**src/rtl/mem_port_arbiter.sv**
```systemverilog
// mem_port_arbiter: shares one memory port between fetch and data requesters,
// data first with a streak guard so fetch cannot starve, one transaction at a time.
module mem_port_arbiter #(
  parameter int ADDR_WIDTH   = 32,
  parameter int DATA_WIDTH   = 32,
  parameter int MAX_D_STREAK = 4
) (
  input  logic                    clk,
  input  logic                    rst_n,
  input  logic                    i_if_req,
  input  logic [ADDR_WIDTH-1:0]   i_if_addr,
  output logic                    o_if_gnt,
  output logic [DATA_WIDTH-1:0]   o_if_rdata,
  output logic                    o_if_rvld,
  input  logic                    i_flush,
  input  logic                    i_d_req,
  input  logic                    i_d_we,
  input  logic [ADDR_WIDTH-1:0]   i_d_addr,
  input  logic [DATA_WIDTH-1:0]   i_d_wdata,
  input  logic [DATA_WIDTH/8-1:0] i_d_wstrb,
  output logic                    o_d_gnt,
  output logic [DATA_WIDTH-1:0]   o_d_rdata,
  output logic                    o_d_rvld,
  output logic                    o_mem_vld,
  output logic [ADDR_WIDTH-1:0]   o_mem_addr,
  output logic                    o_mem_we,
  output logic [DATA_WIDTH-1:0]   o_mem_wdata,
  output logic [DATA_WIDTH/8-1:0] o_mem_wstrb,
  input  logic                    i_mem_rdy,
  input  logic [DATA_WIDTH-1:0]   i_mem_rdata,
  input  logic                    i_mem_rvld,
  output logic                    o_busy
);
  localparam int SW = $clog2(MAX_D_STREAK + 1);
  typedef enum logic [1:0] {IDLE, ADDR, RESP} state_t;
  state_t state, state_nx;
  logic [SW-1:0] streak;
  logic owner_if, drop, drop_now, if_ok, if_win, d_win;
  always_comb begin
    if_ok    = i_if_req && !i_flush;
    d_win    = i_d_req && !(if_ok && streak == SW'(MAX_D_STREAK));
    if_win   = if_ok && !d_win;
    o_d_gnt  = rst_n && state == IDLE && d_win;
    o_if_gnt = rst_n && state == IDLE && if_win;
    drop_now = drop || i_flush;
    state_nx = state == IDLE ? ((d_win || if_win) ? ADDR : IDLE) :
               state == ADDR ? (i_mem_rdy ? RESP : ADDR) :
                               (i_mem_rvld ? IDLE : RESP);
  end
  always_ff @(posedge clk or negedge rst_n)
    if (!rst_n) state <= IDLE;
    else        state <= state_nx;
  always_ff @(posedge clk or negedge rst_n) begin
    if (!rst_n) begin
      owner_if    <= 1'b0;
      drop        <= 1'b0;
      streak      <= '0;
      o_mem_addr  <= '0;
      o_mem_we    <= 1'b0;
      o_mem_wdata <= '0;
      o_mem_wstrb <= '0;
      o_if_rvld   <= 1'b0;
      o_if_rdata  <= '0;
      o_d_rvld    <= 1'b0;
      o_d_rdata   <= '0;
    end else begin
      o_if_rvld <= 1'b0;
      o_d_rvld  <= 1'b0;
      if (o_d_gnt || o_if_gnt) begin
        owner_if    <= o_if_gnt;
        o_mem_addr  <= o_if_gnt ? i_if_addr : i_d_addr;
        o_mem_we    <= o_d_gnt && i_d_we;
        o_mem_wdata <= o_d_gnt ? i_d_wdata : '0;
        o_mem_wstrb <= o_d_gnt ? i_d_wstrb : '0;
        streak      <= !(o_d_gnt && i_if_req) ? '0 :
                       streak == SW'(MAX_D_STREAK) ? streak : streak + SW'(1);
      end
      if (state != IDLE && owner_if && i_flush) drop <= 1'b1;
      if (state == RESP && i_mem_rvld) begin
        drop <= 1'b0;
        if (owner_if) begin
          o_if_rvld <= !drop_now;
          if (!drop_now) o_if_rdata <= i_mem_rdata;
        end else begin
          o_d_rvld <= 1'b1;
          if (!o_mem_we) o_d_rdata <= i_mem_rdata;
        end
      end
    end
  end
  assign o_mem_vld = state == ADDR;
  assign o_busy    = state != IDLE;
endmodule

```
**config.mk**
```make
export PLATFORM = sky130hd
export DESIGN_NAME = mem_port_arbiter
export DESIGN_NICKNAME = d
export VERILOG_FILES = /design/src/rtl/mem_port_arbiter.sv
export SDC_FILE = /design/constraint.sdc
export NUM_CORES = 1
export LEC_CHECK = 0
export BUFFER_PORTS_ARGS = -buffer_cell sky130_fd_sc_hd__buf_2
export CAP_MARGIN = 20
export CORE_UTILIZATION = 30
export CTS_CLUSTER_DIAMETER = 150
export DETAILED_ROUTE_END_ITERATION = 7
export PLACE_DENSITY_LB_ADDON = 0.3
export SYNTH_ARGS = -nofsm -noshare
export SYNTH_HDL_FRONTEND = slang
export SYNTH_SLANG_ARGS = --single-unit
```
**constraint.sdc**
```tcl
create_clock -name clk -period 4.8 [get_ports clk]
set_clock_uncertainty 0.15 [all_clocks]
set_input_delay 0.48 -clock clk [delete_from_list [all_inputs] [get_ports clk]]
set_output_delay 0.48 -clock clk [all_outputs]
set_load 0.01 [all_outputs]
```
After elaboration in Yosys (flattened, before gate mapping)
Cells that the tools add are included.
Widths: inputs -> output; s select.
- bits in registers: 142
- input port bits: 140
- output and inout port bits: 139
- word-level logic and storage cells: 61
- $add $sub $neg: 1
- reduce and logical (&&, ||, !) cells: 25
- muxes and demuxes: 16
- bitwise gates (word level): 3
- equal/unequal tests: 4
- operators by type and width (kind ; count):
    $mux 32 ; 2
    $logic_and 1x1->1 ; 12
    $mux 2 ; 4
    $mux 1 ; 7
    $mux 3 ; 2
    $reduce_and 3->1 ; 2
    $logic_not 1->1 ; 4
    $mux 4 ; 1
    $reduce_bool 2->1 ; 2
    $add 3x1->3 const B ; 1
    $eq 3x3->1 const B ; 1
    $logic_or 1x1->1 ; 3
    $not 1->1 ; 3
    $eq 2x1->1 const B ; 1
    $eq 2x2->1 const B ; 1
    $logic_not 2->1 ; 1
    $ne 2x2->1 const B ; 1
    $reduce_and 2->1 ; 1

Logic depth before layout (Yosys ltp)
Gate-level depths: netlist of the first run.
- depth after elaboration: 10
- depth in mapped cells: 7
- mapped depth without buffers: 5

Worst setup path after synthesis of the first run
No wires, ideal clock.
- path type: reg2reg
- start: register state[0]
- end: register o_if_rdata[10]
- library setup time: 0.125 ns
- data required time: 4.525 ns
- clock period less this slack: 1.938 ns
- cell stages (with the launch flop): 6
- arrival: 1.663 ns
- path buffers: 2
- setup slack: 2.862 ns
- cell sequence: dfrtp_1 -> nand3b_1 -> or4b_1 -> buf_6 -> buf_12 -> mux2_4
- longest elaborated chain between the ends: 3
- ends and longest elaborated chain (item ; line ; RTL):
    from (decl) ; 36 ; state_t state, state_nx;
    from (signal assigned) ; 52 ; else state <= state_nx;
    $eq 2x2->1 ; 79 ; if (state == RESP && i_mem_rvld) begin
    $logic_and 1x1->1 ; 79 ;
    $reduce_and 3->1 (no line) ; -- ;
    to (signal assigned) ; 83 ; if (!drop_now) o_if_rdata <= i_mem_rdata;
    to (decl) ; 13 ; output logic [DATA_WIDTH-1:0] o_if_rdata,
No other way between the ends.
A chain may end at the register's enable or synchronous reset.

Worst setup path in the final report of the first run
- start: input rst_n
- end: output o_d_gnt
- longest elaborated chain between the ends: 2
- ends and longest elaborated chain (item ; line ; RTL):
    from (decl) ; 9 ; input logic rst_n,
    $logic_and 1x1->1 (2 in a row) ; 43 ; o_d_gnt = rst_n && state == IDLE && d_win;
    to (decl) ; 21 ; output logic o_d_gnt,
No other way between the ends.

==> results.yml, run 1 <==
cts:
  cts_tree: "built"
  htree_levels: 4
  postCtsSetupBuffers: 0
  cts-root-buf: "clkbuf_16"
  clock_latency_ns: 0.40
  clock_sinks: 142
  clkTransAtPathRegs_ns: 0.06
  numCtsBuffers: 17
  clock_path_buffers: 2
global_route:
  grt_antenna_before_repair: 0
  groute.usage.overall: 0.156
  grt_first_pass_wirelength_mm: 24.1
  grt_overflow: 0
  grt_pass1_vias: 4700
  grt_start_max_net_pins: 74
timing:
  hold_viol: 0
  fmax_ghz: 0.296
  finalMaxSlewViolations: 0
  fin_crit_ns: 3.38
  rsz0062_at_grt: "false"
  relSlewSlack: 0.369
  setup_viol: 0
  post-route-period-util: 0.705
  max_slew.worst_pin.slew_ns: 0.946
  timing.setup.tns_ns: 0
placement:
  placed_cell_area_um2: 7410
  numPortBuffers: 278
  gp_congestion: 0.795
  dp_hpwl_mm: 10.7
critical_path:
  required_ns: 4.17
  reg2reg_to: "o_mem_addr[4]$_DFFE_PN0P_"
  r2r_slack_ns: 2.36
  crit_start: "rst_n"
  crit_slowest_cell: "and3_2"
  start_kind: "primary input"
  reg2reg_from: "streak[0]$_DFFE_PN0P_"
  reg2reg_depth: 6
  critPathKind: "in -> out"
  cp-end-kind: "output port"
  crit_chain: "dlygate4sd3_1 -> buf_6 -> nor3b_2 -> and3_2 -> buf_2"
  cp_max_fo: 72
  cp-endpoint: "o_d_gnt"
  arrival_ns: 2.75
  critical-path-max-stage-delay_ns: 0.60
die:
  start_util: 0.309
  rows: 50
  dieHeight_um: 141
  fp.dieArea_um2: 19900
  ios: 279
  core_um2: 18800
  die_w_um: 141
synth:
  yosysTopAreaCell: "dfrtp_1"
  synth_top_area_frac: 0.612
  avgSynthCellArea_um2: 15.1
  synthTopCellsByArea: "dfrtp_1 61%, mux2_4 7.5%, mux2_2 6.8%"
  seq_area_frac_synth: 0.612
  synth_warnings: 0
  syn_inst: 386
  synth_fp_nets: 528
  ys_seq_elements: 142
  netlist_area_um2: 5810
  synth_cell_types: 36
route:
  ant_nets: 0
  routed_wirelength_mm: 15.4
  dr.first_iter.drc_count: 190
  vias: 4486
  dr.pass1.iters: 4
  vias_per_cell: 4.82
  drc_errors: 0
  routedWlPerCell_um: 16.6
layout:
  drive_gt1_frac: 0.581
  nNetsFinal: 799
  final_cell_mix: "277 x buf_2, 142 x dfrtp_1, 38 x a22o_1"
  stdcell_area_um2: 7980
  final_common_cell: "buf_2"
  areaGrowthSynthToFinish_pct: 37.4
  num_antenna_cells: 0
run:
  maxCapViolCount: 0
min_path:
  worst_hold_path_type: "in -> reg"
power_and_ir_drop:
  leakagePower_nw: 4.25
  peakVddDrop_uv: 203
  power_mw: 4.94
  power_density_nw_per_um2: 619
status:
  outcome: "completed"
sequential cells by signal (all words and copies together) (netlist names):
| name | cells |
|---|---|
| o_d_rdata | 32 |
| o_if_rdata | 32 |
| o_mem_addr | 32 |
| o_mem_wdata | 32 |
| o_mem_wstrb | 4 |
| streak | 3 |
| state | 2 |
| drop | 1 |
| o_d_rvld | 1 |
| o_if_rvld | 1 |
| o_mem_we | 1 |
| owner_if | 1 |
critical path, delay by kind of cell:
kind,cells,cell delay (ns)
buffers and inverters,3,1.33
AND/OR/NAND/NOR,2,0.90
power breakdown:
group,switching [mW],internal [mW]
clock,0.531,0.721
combinational,0.801,0.876
sequential,0.307,1.70
total,1.64,3.30
cell usage after synthesis:
| cell | number |
|---|---|
| nor2b_1 | 2 |
| a41o_1 | 1 |
| nor3b_1 | 2 |
| a21bo_2 | 1 |
| a221o_1 | 32 |
| buf_2 | 13 |
| buf_6 | 1 |
| inv_1 | 4 |
| and4_1 | 33 |
| o211ai_1 | 1 |
| nor3_1 | 3 |
| nand3_1 | 1 |
| a22oi_1 | 1 |
| nand2_1 | 3 |
| and3_1 | 2 |
| nand4_1 | 2 |
| a21oi_1 | 2 |
| nand4b_1 | 1 |
| o21bai_1 | 1 |
| clkbuf_1 | 17 |
| and2b_1 | 2 |
| ha_1 | 2 |
| a22o_1 | 38 |
| or4b_1 | 1 |
| nor2_1 | 3 |
| and4bb_2 | 1 |
| nand3b_1 | 2 |
| o2bb2ai_1 | 1 |
| o21a_1 | 1 |
| buf_12 | 3 |
| o21ai_1 | 1 |
| mux2_2 | 35 |
| o221ai_1 | 1 |
| mux2_4 | 29 |
| dfrtp_1 | 142 |
| or2_2 | 1 |
per-layer routing:
| layer | wire [um] | part of all wire | GRT usage | vias up |
|---|---|---|---|---|
| met5 | 0 | 0 | 0 | - |
| met4 | 350 | 0.023 | 0.0738 | 0 |
| met3 | 988 | 0.064 | 0.0459 | 27 |
| met2 | 7460 | 0.48 | 0.259 | 204 |
| met1 | 6620 | 0.43 | 0.187 | 2215 |
| li1 | - | - | - | 2040 |
repair_timing:
| item | 4_1_cts | 5_1_grt |
|---|---|---|
| resized for setup | 0 | 0 |
| hold buffers | 1 | 0 |
| hold endpoints to repair | 69 | 0 |
area by class of cell:
cell class / instances / area, um2
clock buffer: 18 / 429
clock inverter: 14 / 131
fill: 1763 / 10800
inverter: 4 / 15.0
multi-input combinational: 206 / 2070
sequential: 142 / 3550
tap: 260 / 325
timing repair buffer: 286 / 1460
through the flow:
step / util / instances / worst slack (ns) / hold slack [ns]
6_report: 0.424 / 930 / 1.42 / 0.138
3_5_place_dp: 0.394 / 897 / 1.88 / 0.327
2_1_floorplan: - / 386 / 2.86 / 0.0344
3_3_place_gp: 0.394 / 897 / 1.97 / 0.333
4_1_cts: 0.424 / 930 / 1.36 / 0.115
5_1_grt: 0.424 / 930 / 1.20 / 0.108
kinds of logic after synthesis:
| kind of cell | after synthesis | share of synthesized area |
|---|---|---|
| AO/OA/AOI/OAI | 81 | 0.127 |
| adder cells (fa/ha/maj) | 2 | 0.00431 |
| buffers and inverters | 38 | 0.0370 |
| flip-flops | 142 | 0.612 |
| multiplexers | 64 | 0.143 |
| AND/OR/NAND/NOR | 59 | 0.0777 |
worst min-delay path by stage:
stage | to | slack [ns] | startpoint | cells after the start
finish | o_mem_wstrb[3]$_DFFE_PN0P_ | 0.14 | i_d_wstrb[3] | 2
global route | o_mem_wdata[14]$_DFFE_PN0P_ | 0.11 | i_d_wdata[14] | 2
CTS | o_mem_wdata[5]$_DFFE_PN0P_ | 0.11 | i_d_wdata[5] | 2
detailed placement | o_mem_wstrb[2]$_DFFE_PN0P_ | 0.33 | o_mem_wstrb[2]$_DFFE_PN0P_ | 1
global placement | o_mem_wdata[12]$_DFFE_PN0P_ | 0.33 | o_mem_wdata[12]$_DFFE_PN0P_ | 1
floorplan | drop$_DFFE_PN0P_ | 0.03 | rst_n | 0
(Power assumes the default switching activity.)
==> inputs of run 2 (changes only) <==
--- a/config.mk
+++ b/config.mk
@@ -5,6 +5,7 @@
 export SDC_FILE = /design/constraint.sdc
 export NUM_CORES = 1
 export LEC_CHECK = 0
+export ABC_AREA = 1
 export BUFFER_PORTS_ARGS = -buffer_cell sky130_fd_sc_hd__buf_2
 export CAP_MARGIN = 20
 export CORE_UTILIZATION = 30
==> constraint.sdc (replaced) <==
create_clock -name clk -period 2.7 [get_ports clk]
set_clock_uncertainty 0.15 [all_clocks]
set_input_delay 0.27 -clock clk [delete_from_list [all_inputs] [get_ports clk]]
set_output_delay 0.27 -clock clk [all_outputs]
set_load 0.01 [all_outputs]
==> results.yml, run 2 <==
layout:
  final_util: 0.509
  num_antenna_cells: 0
  register_area_um2: 3550
  areaGrowthSynthToFinish_pct: 64.2
  final_cells: 1282
  fillCellCount: 1753
  final_common_cell: "nand2_1"
  drive_gt1_frac: 0.318
  final_cell_mix: "279 x nand2_1, 277 x buf_2, 142 x dfrtp_1"
  multi_input_area_um2: 1740
  nNetsFinal: 1182
min_path:
  min-delay-start: "i_if_req"
  worst_hold_path_type: "in -> reg"
  hold_path_depth: 3
  holdPathEnd: "streak[0]$_DFFE_PN0P_"
synth:
  syn_inst: 628
  async_flop_share: 1.00
  synth_warnings: 0
  synth_ff_type: "dfrtp_1"
  seq_area_frac_synth: 0.630
  synth_fp_nets: 770
  synth.most_common_cell: "nand2_1"
  synth_top_area_frac: 0.630
  ys_seq_elements: 142
  synth_cell_types: 21
  avgSynthCellArea_um2: 8.98
  netlist_area_um2: 5640
  synthTopCellsByArea: "dfrtp_1 63%, nand2_1 19%, o21ai_0 5.9%"
  yosysTopAreaCell: "dfrtp_1"
  synth_edf_count: 0
  synth_common_cells: "279 x nand2_1, 142 x dfrtp_1, 66 x o21ai_0"
die:
  core_um2: 18200
  die_w_um: 139
  ios: 279
  fp.dieArea_um2: 19400
  rows: 49
  start_util: 0.310
  dieHeight_um: 139
timing:
  finalMaxSlewViolations: 0
  fmax_ghz: 0.389
  timing.setup.tns_ns: 0
  max_slew.worst_pin.slew_ns: 0.773
  rsz0062_at_grt: "false"
  setup_ws_ns: 0.128
  fin_crit_ns: 2.57
  relSlewSlack: 0.485
  post-route-period-util: 0.952
  setup_viol: 0
  hold_viol: 0
cts:
  clkTransAtPathRegs_ns: 0.06
  clock_sinks: 142
  cts_tree: "built"
  clock_latency_ns: 0.39
  clock_path_buffers: 2
  htree_levels: 4
  cts-root-buf: "clkbuf_16"
  numCtsBuffers: 17
route:
  drc_errors: 13
  dr.pass1.iters: 8
  ant_nets: 0
  routed_wirelength_mm: 16.5
  vias: 5520
  dr.first_iter.drc_count: 262
  vias_per_cell: 4.31
  routedWlPerCell_um: 12.9
critical_path:
  start_kind: "primary input"
  reg2reg_depth: 10
  cp_max_fo: 31
  arrival_ns: 2.71
  r2r_slack_ns: 0.16
  reg2reg_from: "streak[0]$_DFFE_PN0P_"
  reg2reg_to: "o_mem_addr[3]$_DFFE_PN0P_"
  crit_chain: "dlygate4sd3_1 -> clkbuf_8 -> inv_1 -> nor2_4 -> nand2_2 -> clkinv_2 -> buf_4 -> nand2_1 -> nand3_1 -> dlygate4sd3_1"
  critPathKind: "in -> reg"
  critPathMostFrequentCell: "dlygate4sd3_1"
  crit_slowest_cell: "dlygate4sd3_1"
  critical-path-max-stage-delay_ns: 0.57
  cp-end-kind: "flip-flop"
  required_ns: 2.84
power_and_ir_drop:
  power_density_nw_per_um2: 1020
  power_mw: 9.44
  peakVddDrop_uv: 438
  leakagePower_nw: 5.14
status:
  outcome: "finished, violations left"
  failed_checks: "DRC"
placement:
  gp_congestion: 0.780
  placed_cells: 1113
  dp_slack_ns: 0.668
  dp_hpwl_mm: 10.7
  numPortBuffers: 278
global_route:
  grt_pass1_vias: 5639
  grt_antenna_before_repair: 0
  groute.usage.overall: 0.177
  grt_first_pass_wirelength_mm: 27.3
  grt_overflow: 0
  grt_start_max_net_pins: 69
run:
  maxCapViolCount: 0
-- run 2: worst max-delay path by stage --
stage	start	to	slack (ns)	cells after the start
2_1_floorplan	streak[0]$_DFFE_PN0P_	o_mem_wdata[11]$_DFFE_PN0P_	1.05	12
3_3_place_gp	streak[0]$_DFFE_PN0P_	o_mem_addr[10]$_DFFE_PN0P_	0.72	10
3_5_place_dp	streak[0]$_DFFE_PN0P_	o_mem_addr[13]$_DFFE_PN0P_	0.67	10
4_1_cts	rst_n	o_mem_addr[7]$_DFFE_PN0P_	0.06	10
5_1_grt	streak[0]$_DFFE_PN0P_	o_mem_addr[11]$_DFFE_PN0P_	0.02	10
6_report	rst_n	o_mem_addr[3]$_DFFE_PN0P_	0.13	10
-- run 2: logic make-up (layout without fill, tap and decap cells) --
kind of cell	Yosys count	after routing	share of synthesized area
xor gates and xnor gates	1	1	0.00155
adders and majority gates	2	2	0.00443
buffers and inverters	80	505	0.0623
DFF	142	142	0.630
and+or+nand+nor	333	333	0.239
AOI/OAI and AO/OA	70	70	0.0628
-- run 2: layout make-up --
| cell class | count | area share |
|---|---|---|
| clock buffers | 20 | 0.0493 |
| clock inverters | 12 | 0.0194 |
| inverters | 50 | 0.0212 |
| multi-input cells | 406 | 0.187 |
| flip-flops and latches | 142 | 0.383 |
| well taps | 229 | 0.0309 |
| repair buffers | 423 | 0.308 |
-- run 2: through the flow --
step	hold slack [ns]	area (um2)
after floorplan	-0.176	5640
after global placement	0.0204	7250
after detailed placement	0.0178	7250
after CTS	0.0139	9260
after global routing	0.0482	9270
final	0.0403	9270
-- run 2: routing by layer --
| metal | global-route usage | part of all wire | vias to the layer above |
|---|---|---|---|
| li1 | - | - | 2777 |
| met1 | 0.197 | 0.41 | 2540 |
| met2 | 0.318 | 0.52 | 173 |
| met3 | 0.0466 | 0.041 | 30 |
| met4 | 0.0772 | 0.026 | 0 |
| met5 | 0 | 0 | - |
-- run 2: timing repair --
action / 4_1_cts / 5_1_grt
gates resized for setup: 0 / 5
setup buffers: 0 / 0
hold endpoints to repair: 163 / 0
endpoints found under the setup margin: 0 / 32
hold buffers: 137 / 0
-- run 2: critical path: cells and delay by family --
family	cells	cell delay, ns
buf+inv	6	2.10
simple gates	4	0.30
-- run 2: where the power goes --
part | switching (mW) | internal (mW) | leakage (nW)
sequential | 0.497 | 3.08 | 1.81
combinational | 1.79 | 1.58 | 3.02
clock | 0.896 | 1.60 | 0.307
total | 3.18 | 6.26 | 5.14
